### config.mk
export PLATFORM = sky130hd
export DESIGN_NAME = atm_multi_ctrl
export DESIGN_NICKNAME = d
export VERILOG_FILES = /design/src/rtl/atm_pkg.sv /design/src/rtl/atm_acct_db.sv /design/src/rtl/atm_multi_ctrl.sv
export SDC_FILE = /design/constraint.sdc
export NUM_CORES = 2
export LEC_CHECK = 0
export BUFFER_PORTS_ARGS = -buffer_cell sky130_fd_sc_hd__buf_2
export CAP_MARGIN = 20
export CORE_MARGIN = 3
export CORE_UTILIZATION = 45
export DETAILED_ROUTE_END_ITERATION = 16
export PLACE_DENSITY = 0.65
export REMOVE_ABC_BUFFERS = 1
export SLEW_MARGIN = 25
export SYNTH_ARGS = -nofsm -noshare
export SYNTH_HDL_FRONTEND = slang
export SYNTH_HIERARCHICAL = 1
export SYNTH_SLANG_ARGS = --single-unit
### constraint.sdc
create_clock -name clk -period 11.3 [get_ports clk]
set_input_delay 2.26 -clock clk [delete_from_list [all_inputs] [get_ports clk]]
set_output_delay 2.26 -clock clk [all_outputs]
set_load 0.005 [all_outputs]
### src/rtl/atm_pkg.sv
// Shared encodings for the ATM transaction controller: FSM states, op codes, error codes.
package atm_pkg;

  typedef enum logic [2:0] {
    S_CHK_ACC = 3'd0,
    S_CHK_PIN = 3'd1,
    S_EXEC    = 3'd2,
    S_RESULT  = 3'd3,
    S_IDLE    = 3'd7
  } state_e;

  localparam logic [2:0] OP_BAL   = 3'd3;
  localparam logic [2:0] OP_WD    = 3'd4;
  localparam logic [2:0] OP_DEP   = 3'd5;
  localparam logic [2:0] OP_CHPIN = 3'd6;

  localparam logic [2:0] ERR_OK   = 3'd0;
  localparam logic [2:0] ERR_ACCT = 3'd1;
  localparam logic [2:0] ERR_PIN  = 3'd2;
  localparam logic [2:0] ERR_LOCK = 3'd3;
  localparam logic [2:0] ERR_FUND = 3'd4;
  localparam logic [2:0] ERR_OVF  = 3'd5;
  localparam logic [2:0] ERR_SAME = 3'd6;
  localparam logic [2:0] ERR_OP   = 3'd7;

  function automatic logic op_valid(input logic [2:0] op);
    return (op >= OP_BAL) && (op <= OP_CHPIN);
  endfunction

endpackage

### src/rtl/atm_acct_db.sv
// Account database: per-account PIN, balance, wrong-PIN counter and lock flag.
// One combinational read port, one transaction update port, one boot load port.
module atm_acct_db #(
  parameter int NUM_ACC = 16,
  parameter int PIN_W   = 16,
  parameter int BAL_W   = 32,
  parameter int TRY_W   = 2,
  parameter int ACC_W   = 5
) (
  input  logic             clk,
  input  logic             rst_n,
  input  logic [ACC_W-1:0] i_rd_idx,
  output logic [PIN_W-1:0] o_rd_pin,
  output logic [BAL_W-1:0] o_rd_bal,
  output logic [TRY_W-1:0] o_rd_try,
  output logic             o_rd_lock,
  input  logic [ACC_W-1:0] i_up_idx,
  input  logic             i_up_pin_we,
  input  logic [PIN_W-1:0] i_up_pin,
  input  logic             i_up_bal_we,
  input  logic [BAL_W-1:0] i_up_bal,
  input  logic             i_up_try_we,
  input  logic [TRY_W-1:0] i_up_try,
  input  logic             i_up_lock,
  input  logic             i_ld_we,
  input  logic [ACC_W-1:0] i_ld_idx,
  input  logic [PIN_W-1:0] i_ld_pin,
  input  logic [BAL_W-1:0] i_ld_bal
);

  logic [NUM_ACC-1:0][PIN_W-1:0] w_pin;
  logic [NUM_ACC-1:0][BAL_W-1:0] w_bal;
  logic [NUM_ACC-1:0][TRY_W-1:0] w_try;
  logic [NUM_ACC-1:0]            w_lock;

  // Index comparison against g+1 also rejects index 0 and anything past NUM_ACC.
  for (genvar g = 0; g < NUM_ACC; g++) begin : g_acc
    logic [PIN_W-1:0] r_pin;
    logic [BAL_W-1:0] r_bal;
    logic [TRY_W-1:0] r_try;
    logic             r_lock;

    always_ff @(posedge clk or negedge rst_n) begin
      if (!rst_n) begin
        r_pin  <= '0;
        r_bal  <= '0;
        r_try  <= '0;
        r_lock <= 1'b0;
      end else if (i_ld_we && i_ld_idx == ACC_W'(g + 1)) begin
        r_pin  <= i_ld_pin;
        r_bal  <= i_ld_bal;
        r_try  <= '0;
        r_lock <= 1'b0;
      end else if (i_up_idx == ACC_W'(g + 1)) begin
        if (i_up_pin_we) r_pin <= i_up_pin;
        if (i_up_bal_we) r_bal <= i_up_bal;
        if (i_up_try_we) begin
          r_try  <= i_up_try;
          r_lock <= i_up_lock;
        end
      end
    end

    assign w_pin[g]  = r_pin;
    assign w_bal[g]  = r_bal;
    assign w_try[g]  = r_try;
    assign w_lock[g] = r_lock;
  end

  always_comb begin
    o_rd_pin  = '0;
    o_rd_bal  = '0;
    o_rd_try  = '0;
    o_rd_lock = 1'b0;
    for (int i = 0; i < NUM_ACC; i++) begin
      if (i_rd_idx == ACC_W'(i + 1)) begin
        o_rd_pin  = w_pin[i];
        o_rd_bal  = w_bal[i];
        o_rd_try  = w_try[i];
        o_rd_lock = w_lock[i];
      end
    end
  end

endmodule

### src/rtl/atm_multi_ctrl.sv
// ATM transaction controller: IDLE -> CHK_ACC -> CHK_PIN -> EXEC -> RESULT, with early
// exit to RESULT on any failure; done pulses the cycle after RESULT.
module atm_multi_ctrl
  import atm_pkg::*;
#(
  parameter int NUM_ACC   = 16,
  parameter int PIN_W     = 16,
  parameter int BAL_W     = 32,
  parameter int MAX_TRIES = 3,
  localparam int ACC_W    = $clog2(NUM_ACC + 1)
) (
  input  logic             clk,
  input  logic             rst,
  input  logic             start,
  input  logic [2:0]       operation,
  input  logic [ACC_W-1:0] acc_num,
  input  logic [PIN_W-1:0] pin,
  input  logic [PIN_W-1:0] new_pin,
  input  logic [BAL_W-1:0] amount,
  input  logic             language,
  input  logic             db_we,
  input  logic [ACC_W-1:0] db_idx,
  input  logic [PIN_W-1:0] db_pin,
  input  logic [BAL_W-1:0] db_bal,
  output logic             busy,
  output logic             done,
  output logic             success,
  output logic [2:0]       err_code,
  output logic [BAL_W-1:0] balance,
  output logic             locked,
  output logic             lang,
  output logic [2:0]       state
);

  localparam int TRY_W = $clog2(MAX_TRIES + 1);

  state_e           r_state;
  logic [2:0]       r_op;
  logic [ACC_W-1:0] r_acc;
  logic [PIN_W-1:0] r_pin, r_new_pin;
  logic [BAL_W-1:0] r_amt;
  logic             r_busy, r_done, r_success, r_locked, r_lang;
  logic [2:0]       r_err;
  logic [BAL_W-1:0] r_balance;

  logic [PIN_W-1:0] w_rd_pin;
  logic [BAL_W-1:0] w_rd_bal;
  logic [TRY_W-1:0] w_rd_try;
  logic             w_rd_lock;

  logic             w_fin;
  logic [2:0]       w_err;
  logic [BAL_W-1:0] w_bal;
  logic             w_lck;
  logic             w_pin_we, w_bal_we, w_try_we, w_up_lock;
  logic [TRY_W-1:0] w_up_try;
  logic [TRY_W:0]   w_try_inc;
  logic [BAL_W:0]   w_sum;
  logic             w_acc_ok, w_ld_we;

  assign w_acc_ok  = (r_acc != '0) && (r_acc <= ACC_W'(NUM_ACC));
  assign w_try_inc = {1'b0, w_rd_try} + 1'b1;
  assign w_sum     = {1'b0, w_rd_bal} + {1'b0, r_amt};
  assign w_ld_we   = db_we && (r_state == S_IDLE);

  atm_acct_db #(
    .NUM_ACC(NUM_ACC), .PIN_W(PIN_W), .BAL_W(BAL_W), .TRY_W(TRY_W), .ACC_W(ACC_W)
  ) u_db (
    .clk        (clk),
    .rst_n      (rst),
    .i_rd_idx   (r_acc),
    .o_rd_pin   (w_rd_pin),
    .o_rd_bal   (w_rd_bal),
    .o_rd_try   (w_rd_try),
    .o_rd_lock  (w_rd_lock),
    .i_up_idx   (r_acc),
    .i_up_pin_we(w_pin_we),
    .i_up_pin   (r_new_pin),
    .i_up_bal_we(w_bal_we),
    .i_up_bal   (w_bal),
    .i_up_try_we(w_try_we),
    .i_up_try   (w_up_try),
    .i_up_lock  (w_up_lock),
    .i_ld_we    (w_ld_we),
    .i_ld_idx   (db_idx),
    .i_ld_pin   (db_pin),
    .i_ld_bal   (db_bal)
  );

  // Per-state decision: whether to finish now, the result to report, and any db update.
  always_comb begin
    w_fin     = 1'b0;
    w_err     = ERR_OK;
    w_bal     = w_rd_bal;
    w_lck     = w_rd_lock;
    w_pin_we  = 1'b0;
    w_bal_we  = 1'b0;
    w_try_we  = 1'b0;
    w_up_try  = '0;
    w_up_lock = 1'b0;
    case (r_state)
      S_CHK_ACC: begin
        if (!w_acc_ok) begin
          w_fin = 1'b1;
          w_err = ERR_ACCT;
          w_bal = '0;
          w_lck = 1'b0;
        end else if (w_rd_lock) begin
          w_fin = 1'b1;
          w_err = ERR_LOCK;
        end else if (!op_valid(r_op)) begin
          w_fin = 1'b1;
          w_err = ERR_OP;
        end
      end
      S_CHK_PIN: begin
        w_try_we = 1'b1;
        if (r_pin != w_rd_pin) begin
          w_fin     = 1'b1;
          w_err     = ERR_PIN;
          w_up_try  = w_try_inc[TRY_W-1:0];
          w_up_lock = (w_try_inc >= (TRY_W + 1)'(MAX_TRIES));
          w_lck     = w_up_lock;
        end
      end
      S_EXEC: begin
        w_fin = 1'b1;
        case (r_op)
          OP_BAL: ;
          OP_WD: begin
            if (r_amt > w_rd_bal) w_err = ERR_FUND;
            else begin
              w_bal_we = 1'b1;
              w_bal    = w_rd_bal - r_amt;
            end
          end
          OP_DEP: begin
            if (w_sum[BAL_W]) w_err = ERR_OVF;
            else begin
              w_bal_we = 1'b1;
              w_bal    = w_sum[BAL_W-1:0];
            end
          end
          OP_CHPIN: begin
            if (r_new_pin == w_rd_pin) w_err = ERR_SAME;
            else w_pin_we = 1'b1;
          end
          default: w_err = ERR_OP;
        endcase
      end
      default: ;
    endcase
  end

  always_ff @(posedge clk or negedge rst) begin
    if (!rst) begin
      r_state   <= S_IDLE;
      r_op      <= '0;
      r_acc     <= '0;
      r_pin     <= '0;
      r_new_pin <= '0;
      r_amt     <= '0;
      r_busy    <= 1'b0;
      r_done    <= 1'b0;
      r_success <= 1'b0;
      r_err     <= ERR_OK;
      r_balance <= '0;
      r_locked  <= 1'b0;
      r_lang    <= 1'b0;
    end else begin
      r_done <= 1'b0;
      case (r_state)
        S_IDLE: begin
          // A load in the same cycle takes priority; the start is dropped.
          if (!db_we && start) begin
            r_op      <= operation;
            r_acc     <= acc_num;
            r_pin     <= pin;
            r_new_pin <= new_pin;
            r_amt     <= amount;
            r_lang    <= language;
            r_busy    <= 1'b1;
            r_state   <= S_CHK_ACC;
          end
        end
        S_CHK_ACC, S_CHK_PIN, S_EXEC: begin
          if (w_fin) begin
            r_success <= (w_err == ERR_OK);
            r_err     <= w_err;
            r_balance <= w_bal;
            r_locked  <= w_lck;
            r_state   <= S_RESULT;
          end else begin
            r_state <= (r_state == S_CHK_ACC) ? S_CHK_PIN : S_EXEC;
          end
        end
        S_RESULT: begin
          r_done  <= 1'b1;
          r_busy  <= 1'b0;
          r_state <= S_IDLE;
        end
        default: r_state <= S_IDLE;
      endcase
    end
  end

  assign busy     = r_busy;
  assign done     = r_done;
  assign success  = r_success;
  assign err_code = r_err;
  assign balance  = r_balance;
  assign locked   = r_locked;
  assign lang     = r_lang;
  assign state    = r_state;

endmodule

### After elaboration in Yosys (flattened, before gate mapping)

Index checks and enable logic that the tools add are counted.
W data, S select, Z words.

* output and inout port bits: 43
* word-level logic and storage cells: 506
* flip-flop bits (word level): 931

* order comparisons: 5
* equality and inequality tests: 43
* add/sub/neg operators: 3
* multiplexer cells: 237
* reductions and logical operators: 141

Operators by type and width (number)
* $mux W32: 52
* $mux W16: 49
* $reduce_bool A2 Y1: 65
* $pmux W32 S2: 2
* $mux W2: 54
* $reduce_and A2 Y1: 51
* $eq A5 B4 Y1 const B: 16
* $mux W1: 66
* $eq A5 B3 Y1 const B: 8
* $add A32 B32 Y33: 1
* $gt A32 B32 Y1: 1
* $sub A32 B32 Y32: 1
* $mux W3: 7
* $eq A5 B2 Y1 const B: 4
* $logic_and A1 B1 Y1: 20
* $eq A16 B16 Y1: 1
* $ne A16 B16 Y1: 1
* $eq A3 B3 Y1 const B: 4
* $pmux W3 S4: 1
* $eq A5 B1 Y1 const B: 2
* $eq A5 B5 Y1 const B: 2
* $eq A3 B2 Y1 const B: 3
* $pmux W3 S3: 1
* $ge A3 B2 Y1 const B: 2
* 12 further kinds: 15

### Logic depth before layout (Yosys ltp)

* depth in word-level cells: 24
* gate-level depth with buffers: 28
* gate-level depth less buffers: 20

### Cells and area by module

Netlist, hierarchy kept.

By module, submodules not included
* atm_acct_db: area each 46044.2 um^2, times used 1, seq. area each 20419.6 um^2, cells each 5088
* atm_multi_ctrl: area each 8949.8 um^2, times used 1, seq. area each 2881.5 um^2, cells each 1036

### Least setup slack after synthesis

Ideal clock, no wire load.

* path kind: flip-flop to flip-flop
* from: register r_acc[2]
* to: register u_db.g_acc[12].r_bal[1]
* arrival: 5653 ps
* stages on the path, launching flop included: 25
* slack: 5563 ps
* data required time: 11216 ps
* cells stage by stage: dfrtp_1 buf_4 or3b_4 nor2_4 buf_2 a22oi_1 a21o_1 a32oi_1 inv_1 fa_1 o21ba_1 or4_4 a211oi_2 o21bai_1 a2111oi_2 nor2_1 clkbuf_1 nor2_1 nor2_1 buf_2 buf_2 a21oi_1 clkbuf_1 nand2_1 o21ai_0

RTL lines
* start: declaration: line atm_multi_ctrl.sv:39 `logic [ACC_W-1:0] r_acc;`
* start signal: assignment: line atm_multi_ctrl.sv:177 `r_acc <= acc_num;`
* $eq A5 B1 Y1: line atm_acct_db.sv:76 `if (i_rd_idx == ACC_W'(i + 1)) begin`
* $mux W32 (15 in a row): line atm_acct_db.sv:76
* $mux W32 *: line atm_acct_db.sv:76
* net w_rd_bal[1]: line atm_multi_ctrl.sv:47 `logic [BAL_W-1:0] w_rd_bal;`
* $add A32 B32 Y33 / $gt A32 B32 Y1 (equally long branches): line atm_multi_ctrl.sv:63, atm_multi_ctrl.sv:131
* $mux W1 (on tied branches): line atm_multi_ctrl.sv:138, atm_multi_ctrl.sv:131
* $pmux W1 S2 *: line atm_multi_ctrl.sv:128 `case (r_op)`
* $mux W1 *: line atm_multi_ctrl.sv:101 `case (r_state)`
* net w_bal_we: line atm_multi_ctrl.sv:55 `logic w_pin_we, w_bal_we, w_try_we, w_up_lock;`
* $reduce_bool A2 Y1 (no line) *
* $reduce_and A2 Y1 (no line) *
* end signal: assignment: line atm_acct_db.sv:51 `r_bal <= i_ld_bal;`
* end signal: assignment: line atm_acct_db.sv:56 `if (i_up_bal_we) r_bal <= i_up_bal;`
* end: declaration: line atm_acct_db.sv:39 `logic [BAL_W-1:0] r_bal;`

The timed path passes the listed nets; every way through them passes the cells marked *. The select of a mux whose other input is x is not followed.
A chain may end at the register's enable or synchronous reset.

### Final worst setup path

* from: register r_acc[2]
* to: register u_db.g_acc[1].r_bal[0]

RTL lines (line)
* $eq A5 B1 Y1: atm_acct_db.sv:76
* $mux W32 (15 in a row): atm_acct_db.sv:76
* $mux W32 *: atm_acct_db.sv:76
* net w_rd_bal[0]: atm_multi_ctrl.sv:47
* $add A32 B32 Y33 / $gt A32 B32 Y1 (equally long branches): atm_multi_ctrl.sv:63, atm_multi_ctrl.sv:131
* $mux W1 (on tied branches): atm_multi_ctrl.sv:138, atm_multi_ctrl.sv:131
* $pmux W1 S2 *: atm_multi_ctrl.sv:128
* $mux W1 *: atm_multi_ctrl.sv:101
* net w_bal_we: atm_multi_ctrl.sv:55
* $reduce_bool A2 Y1 (no line) *
* $reduce_and A2 Y1 (no line) *
* end signal: assignment: atm_acct_db.sv:51
* end signal: assignment: atm_acct_db.sv:56
* end: declaration: atm_acct_db.sv:39

Marked as above.

==> flow_metrics.tcl <==
set metrics [dict create \
    crit_slowest_cell "a21oi_4" \
    synth_cells 6124 \
    drt-initial-drc-count 6230 \
    endpoint_kind "flip-flop" \
    leakage_uw 0.0249 \
    post-synth-top-count-cell "nand2_1" \
    grt_start_max_net_pins 158 \
    synth_top_cells_by_count "1,048 x nand2_1, 928 x dfrtp_1, 868 x o21ai_0" \
    drc 0 \
    r2r_slack_ps 2210 \
    synth_area_per_cell_um2 8.98 \
    seq_area_frac_synth 0.424 \
    overflow 0 \
    rsz0062_at_grt "no" \
    drt-wirelength-per-cell_um 27.9 \
    fin_area_mm2 0.0607 \
    synth_top_area_cell "dfrtp_1" \
    drt_pass1_iterations 10 \
    maxCapViolations 0 \
    areaGrowthSynthToFinish_pct 10.4 \
    peakVddDrop_mv 0.243 \
    layout-drive-gt1-share 0.124 \
    cp_max_fo 33 \
    grt_pass1_vias 47979 \
    hold_class "flip-flop to flip-flop" \
    postPlaceCellArea_mm2 0.0569 \
    ioPinCount 173 \
    yosysWarnings 6 \
    via_count 49651 \
    required_ps 11880 \
    cts_sinks 931 \
    slew_headroom 0.220 \
    gp_congestion 0.953 \
    io_buffers 172 \
    synthArstFlopShare 1.00 \
    yosys-top-cells-area "dfrtp_1 42%, mux2i_1 14%, o21ai_0 7.9%" \
    grtUsageTotal 0.329 \
    status "finished, final reports clean" \
    fin_crit_sh 0.804 \
    period_needed_ps 9090 \
    slew_viol_final 0 \
    cp-start-kind "flip-flop" \
    final_cells 7674 \
    worstMarginPinSlew_ps 1170 \
    antenna_found_initial 5 \
    cts_max_level 3 \
    fmax_ghz 0.110 \
    setup_viol 0 \
    synth_edf_count 0 \
    syn_area_mm2 0.0550 \
    die_y_um 356 \
    path_cells "buf_4 > and4bb_2 > buf_4 > o21ai_0 > o311ai_0 > o21ai_0 > a32oi_1 > ha_1 > inv_1 > fa_1 > o21ba_1 > or4_4 > a211oi_2 > o21bai_1 > a2111oi_2 > nor2_2 > nor2_1 > nor2_4 > a21oi_4 > buf_4 > o21ai_0" \
    cts_hold_buf 0 \
    routed_wl_um 214000 \
    synth_top_cell_area_share 0.422 \
    power_uw 16700 \
    num_rows 127 \
    clock_skew_ps 37.0 \
    fin_hold_ws_ps 472 \
    start_util 0.456 \
    place_ws_ps 2550 \
    placed_cells 7466 \
    p_per_area_mw_per_mm2 275 \
    coreArea_mm2 0.121 \
    grt_pass1_wl_um 317000 \
    cp.arrival_ps 9660 \
    cts_root_buffer "clkbuf_16" \
    hpwlAfterDp_um 135000 \
    cp_num_buf_inv 4 \
    ant_nets 0 \
    die_x_um 356 \
    clk_latency_ps 730 \
    ys.flop_type "dfrtp_1" \
    num-fill-cells 11243 \
    post_cts_buffers 0 \
    slowest_delay_ps 890 \
    cts_resized 0 \
    cts_made_buffers 105 \
    cts_tree "yes" \
    final_net_count 6165 \
    dieArea_mm2 0.126 \
    fin_ws_ps 2210 \
    viasPerCell 6.47 \
    hold_viol_final 0 \
    cts.path.max_buffers 3 \
    yosysUniqueCellTypes 103 \
    crit_family "compound AO/OA/AOI/OAI gates" \
    clkTransAtPathRegs_ps 60 \
    criticalPathCategory "flip-flop to flip-flop" \
    ys_ff_latch 931 \
]
-- layout make-up --
| class | count | area [um^2] | area share |
|---|---|---|---|
| Inverter | 74 | 278 | 0.00458 |
| Sequential cell | 931 | 23300 | 0.384 |
| Clock buffer | 155 | 3120 | 0.0513 |
| Clock inverter | 43 | 603 | 0.00994 |
| Tap cell | 1612 | 2020 | 0.0332 |
| Multi-Input combinational cell | 4520 | 29100 | 0.479 |
| Timing Repair Buffer | 335 | 2260 | 0.0373 |
| Antenna cell | 4 | 10.0 | 0.000165 |
-- power by group --
group	switching [uW]	internal, uW	total, uW
Sequential	831	4410	5240
Clock	1510	2170	3680
Combinational	5080	2700	7790
-- final timing paths --
check,from,end,cells after the start
max in group asynchronous,rst,u_db/g_acc[7].r_bal[4],3
hold reg to reg,u_db/g_acc[9].r_pin[14],u_db/g_acc[9].r_pin[14],1
setup / recovery,r_acc[2],u_db/g_acc[1].r_bal[0],21
min in group asynchronous,rst,balance[21],1
hold / removal,u_db/g_acc[9].r_pin[14],u_db/g_acc[9].r_pin[14],1
setup reg to reg,r_acc[2],u_db/g_acc[1].r_bal[0],21
-- registers in the layout, indices dropped and copies added, names as in the netlist --
register           cells
busy                   1
u_db/g_acc.r_bal     512
lang                   1
locked                 1
r_op                   3
u_db/g_acc.r_try      32
r_amt                 32
state                  3
u_db/g_acc.r_lock     16
balance               32
r_pin                 16
u_db/g_acc.r_pin     256
err_code               3
success                1
r_new_pin             16
r_acc                  5
done                   1
-- logic make-up (layout without fill, tap and decap cells) --
family                   Yosys count  count (layout)  synth area share
other                              0               4                 0
buffers and inverters            673             607            0.0543
AND/OR/NAND/NOR                 1593            1593             0.126
adder cells (fa/ha/maj)           68              68            0.0157
AO/OA/AOI/OAI                   1971            1971             0.218
multiplexers                     848             848             0.156
flip-flops                       931             931             0.424
XOR/XNOR                          40              40           0.00637
-- worst register-to-register path: stages (launching register included) --
cell	delay [ps]
dfrtp_1	860
buf_4	420
and4bb_2	850
buf_4	450
o21ai_0	140
o311ai_0	120
o21ai_0	330
a32oi_1	690
ha_1	290
inv_1	60
fa_1	410
o21ba_1	220
or4_4	430
a211oi_2	330
o21bai_1	200
a2111oi_2	560
nor2_2	70
nor2_1	530
nor2_4	340
a21oi_4	920
buf_4	560
o21ai_0	190
-- routing by layer --
| metal | global-route usage | wire length [um] | vias up | share of wire |
|---|---|---|---|---|
| met5 | 0 | 41 | - | 0.00019 |
| met4 | 0.148 | 11000 | 6 | 0.052 |
| met3 | 0.0928 | 24800 | 673 | 0.12 |
| met2 | 0.489 | 90900 | 2933 | 0.43 |
| met1 | 0.446 | 87000 | 24477 | 0.41 |
| li1 | - | - | 21562 | - |
-- placed cells by master, fill, tap and decap left out, types with 56 or more instances in the layout --
master	synthesis	layout
buf_4	15	148
buf_2	169	171
o21ai_1	178	177
nand2_1	1048	1044
nor3_1	65	62
mux2i_1	776	776
mux2_2	71	71
o22ai_1	92	92
clkbuf_16	0	106
a21o_1	104	104
nand3_1	62	61
o21ai_0	868	868
a21oi_1	201	185
ha_1	66	66
nor2_1	203	196
a31oi_1	56	56
dfrtp_1	928	925
inv_1	73	72
a32oi_1	89	89
-- per-stage QoR --
stage	utilization	TNS [ps]
2_1_floorplan	-	-844030
3_3_place_gp	0.471	0
3_5_place_dp	0.471	0
4_1_cts	0.502	0
5_1_grt	0.503	0
6_report	0.503	0
(Power assumes the default switching activity.)
